**src/rtl/ipv_expander.sv**
```systemverilog
// ipv_expander: serializes MSB-aligned thermometer vectors into K-cycle bursts, MSB first,
// with a one-deep hold register so consecutive bursts chain without idle cycles.
module ipv_expander #(
  parameter int K = 4
) (
  input  logic         clk,
  input  logic         rst_n,
  input  logic [K-1:0] vov_in,
  input  logic         vov_valid,
  output logic         vov_ready,
  output logic         ipv_out,
  output logic         out_valid,
  output logic         err,
  output logic         busy
);
  logic         r_shift;
  logic         r_hold_full;
  logic         r_err;
  logic [K-1:0] r_sh;
  logic [K-1:0] r_hold;
  logic [2:0]   r_cnt;
  logic         w_xfer;
  logic         w_last;
  logic         w_legal;
  logic [K-1:0] w_inv;

  assign vov_ready = ~r_hold_full;
  assign w_xfer    = vov_valid & vov_ready;
  assign w_last    = r_cnt == 3'(K-1);
  // Legal codes have an inverse of the form 0..01..1, i.e. inverse+1 shares no set bit with it.
  assign w_inv     = ~vov_in;
  assign w_legal   = (w_inv & (w_inv + K'(1))) == '0;
  // The shift register is cleared on entering IDLE, so its MSB is already 0 whenever out_valid is 0.
  assign ipv_out   = r_sh[K-1];
  assign out_valid = r_shift;
  assign err       = r_err;
  assign busy      = r_shift | r_hold_full;

  always_ff @(posedge clk or negedge rst_n) begin
    if (!rst_n) begin
      r_shift     <= 1'b0;
      r_hold_full <= 1'b0;
      r_err       <= 1'b0;
      r_sh        <= '0;
      r_hold      <= '0;
      r_cnt       <= '0;
    end else begin
      r_err <= w_xfer & ~w_legal;
      if (!r_shift) begin
        if (w_xfer) begin
          r_sh    <= vov_in;
          r_cnt   <= '0;
          r_shift <= 1'b1;
        end
      end else if (!w_last) begin
        r_sh  <= r_sh << 1;
        r_cnt <= r_cnt + 3'd1;
        if (w_xfer) begin
          r_hold      <= vov_in;
          r_hold_full <= 1'b1;
        end
      end else if (r_hold_full) begin
        r_sh        <= r_hold;
        r_hold_full <= 1'b0;
        r_cnt       <= '0;
      end else if (w_xfer) begin
        r_sh  <= vov_in;
        r_cnt <= '0;
      end else begin
        r_sh    <= '0;
        r_cnt   <= '0;
        r_shift <= 1'b0;
      end
    end
  end
endmodule

```
**config.mk**
```make
export PLATFORM = sky130hd
export DESIGN_NAME = ipv_expander
export DESIGN_NICKNAME = d
export VERILOG_FILES = /design/src/rtl/ipv_expander.sv
export SDC_FILE = /design/constraint.sdc
export NUM_CORES = 1
export LEC_CHECK = 0
export ABC_AREA = 1
export CORE_MARGIN = 2
export CORE_UTILIZATION = 50
export CTS_BUF_LIST = sky130_fd_sc_hd__clkbuf_4 sky130_fd_sc_hd__clkbuf_8
export CTS_CLUSTER_DIAMETER = 150
export DETAILED_ROUTE_END_ITERATION = 7
export PLACE_DENSITY = 0.76
export SLEW_MARGIN = 20
export SYNTH_ARGS = -nofsm -noshare
export SYNTH_HDL_FRONTEND = slang
export SYNTH_SLANG_ARGS = --single-unit
```
**constraint.sdc**
```tcl
create_clock -name clk -period 1.6 [get_ports clk]
set_input_delay 0.24 -clock clk [delete_from_list [all_inputs] [get_ports clk]]
set_output_delay 0.24 -clock clk [all_outputs]
set_load 0.05 [all_outputs]
```
==> flow_metrics.env, run 1 <==
export IMPL_synthDistinctLibCells=15
export IMPL_placed_area_um2=836
export IMPL_ys_warn_count=0
export IMPL_area_growth_pct=27.3
export IMPL_crit_path_top_delay_cell="dfrtp_1"
export IMPL_vdd_ir_drop_max_v=0.000946
export IMPL_routed_wirelength_mm=1.37
export IMPL_synth_area_top_cells="dfrtp_1 (52%), nand2_1 (11%), nand3_1 (8.2%)"
export IMPL_cts_sinks=14
export IMPL_status="completed"
export IMPL_grt_max_degree=15
export IMPL_synth_cells=83
export IMPL_grtUsageTotal=0.215
export IMPL_power_density_nw_per_um2=2010
export IMPL_numCtsBuffers=3
export IMPL_drtIter0Drc=38
export IMPL_syn_cell_area_um2=674
export IMPL_grt_pass1_wl_mm=2.24
export IMPL_fmax_mhz=683
export IMPL_maxCapViolCount=0
export IMPL_crit_required_ps=1360
export IMPL_finalInstanceArea_um2=858
export IMPL_fp_dieArea_um2=1660
export IMPL_fp_dieW_um=40.7
export IMPL_min_period_ps=1460
export IMPL_period_share=0.915
export IMPL_setup_viol=0
export IMPL_start_util=0.525
export IMPL_cts_resized=0
export IMPL_crit_path_start_kind="flop"
export IMPL_drc=0
export IMPL_antenna_found_initial=0
export IMPL_cts_buffer_depth=2
export IMPL_layout_drive_gt1_share=0.173
export IMPL_gp_congestion=0.947
export IMPL_hold_violations=0
export IMPL_row_count=13
export IMPL_ios=12
export IMPL_synth_seq_cells=14
export IMPL_crit_chain="inv_2 -> nand2_1 -> buf_12"
export IMPL_synth_area_leader_cell="dfrtp_1"
export IMPL_vias=601
export IMPL_fin_skew_ps=7.57
export IMPL_n_antenna_cell=0
export IMPL_synth_top_area_share=0.519
export IMPL_die_h_um=40.7
export IMPL_critical_path_arrival_ps=1220
export IMPL_htree_levels=1
export IMPL_ys_seq_area_frac=0.519
export IMPL_ant_nets=0
export IMPL_rsz0062_at_grt="no"
export IMPL_critPathKind="flop to output pin"
export IMPL_end_kind="output pin"
export IMPL_drt_pass1_iter_count=4
export IMPL_slew_headroom=0.792
export IMPL_ctsHoldBuffers=0
export IMPL_core_area_um2=1280
export IMPL_insertion_delay_ps=280
export IMPL_power_leakage_nw=0.441
export IMPL_syn_nets=91
export IMPL_max_stage_delay_ps=460
export IMPL_via_per_inst=5.32
export IMPL_wl_per_cell_um=12.2
export IMPL_cts_tree="built"
export IMPL_drv_slew=0
export IMPL_clock_root_buffer="clkbuf_4"
export IMPL_grt_overflow=0
export IMPL_clkSlewWorstSetupHoldPaths_ps=80
export IMPL_hold_class="input port to async pin"
export IMPL_port_buffers=11
export IMPL_critPathMaxFanout=7
export IMPL_worstMarginPinSlew_ps=313
export IMPL_dpl_hpwl_mm=1.00
export IMPL_final_nets=108
export IMPL_grt_pass1_vias=524
export IMPL_syn_area_per_cell_um2=8.13
export IMPL_post_cts_repair_setup_buffers=0
export IMPL_tns_ps=0
-- state kept, by name, indices dropped and copies added, names as in the netlist --
signal	cells
r_hold	4
r_sh	4
r_cnt	3
err	1
out_valid	1
r_hold_full	1
-- synthesized netlist by cell type, drive strengths merged --
master and number:
nand4 1, ha 1, o211ai 1, nor2 10, nand3 11, nand2 24
dfrtp 14, o21ai 8, a21oi 3, inv 10
-- path summary, 6_finish.rpt --
kind	startpoint	endpoint	slack, ps	cells after the start
max in group asynchronous	rst_n	r_cnt[1]	1170	2
worst min register to register	r_hold[3]	r_hold[3]	480	2
worst max-delay path	r_hold_full	busy	140	3
worst min-delay path	rst_n	r_sh[2]	250	2
worst max register to register	r_cnt[0]	r_hold[0]	210	7
min in group clk	r_hold[3]	r_hold[3]	480	2
-- worst max-delay path, delay by kind of cell (launching register included) --
| kind | cells | cell delay [ps] |
|---|---|---|
| AND/OR/NAND/NOR | 1 | 120 |
| buffers and inverters | 2 | 360 |
| flip-flops | 1 | 460 |
-- cell usage in the layout (no fill, tap or decap), types with 2 or more instances in the layout --
cell / n
nand3_1: 11
o21ai_1: 3
buf_12: 3
buf_4: 3
nor2_1: 9
inv_1: 7
inv_2: 3
nand2_2: 2
nand2_1: 20
o21ai_0: 5
nand2_4: 2
dfrtp_1: 14
clkdlybuf4s50_1: 6
clkbuf_4: 3
a21oi_1: 3
-- per-layer routing --
metal  vias up  track usage  share of wire
met5         -            0              0
met4         0        0.150          0.026
met3         5       0.0489          0.089
met2        30        0.321           0.46
met1       266        0.271           0.43
li1        300            -              -
-- power by group --
group / switching (W) / total [W] / internal (W)
clock: 0.000108 / 0.000196 / 0.0000874
sequential: 0.000115 / 0.000615 / 0.000500
combinational: 0.000572 / 0.000915 / 0.000343
-- cells by family after synthesis --
| kind of cell | Yosys count | synth area share |
|---|---|---|
| buffers and inverters | 10 | 0.0557 |
| AND/OR/NAND/NOR | 46 | 0.314 |
| adder cells (fa/ha/maj) | 1 | 0.0185 |
| AO/OA/AOI/OAI | 12 | 0.0927 |
| flip-flops | 14 | 0.519 |
-- through the flow --
step	instances	util	hold slack [ps]	worst slack, ps	power (W)
6_report	113	0.668	254	137	0.00173
5_1_grt	113	0.668	273	78.2	0.00187
4_1_cts	113	0.668	258	49.4	0.00173
3_5_place_dp	110	0.650	461	177	0.00152
3_3_place_gp	110	0.650	459	227	0.00151
2_1_floorplan	83	-	-55.6	30.0	0.00121
-- cell type report --
type	instances	area, um^2
clock buffers	3	22.5
fillers	112	427
inverters	10	37.5
multi-input cells	59	287
flip-flops and latches	14	350
well taps	15	18.8
repair buffers	12	143
Power figures use the tool's default switching activity.
==> inputs of run 2 (changes only) <==
- TNS_END_PERCENT: default -> 10
==> results of run 2 <==
Same layout as run 1: the final DEF is identical, and so are final timing and power.
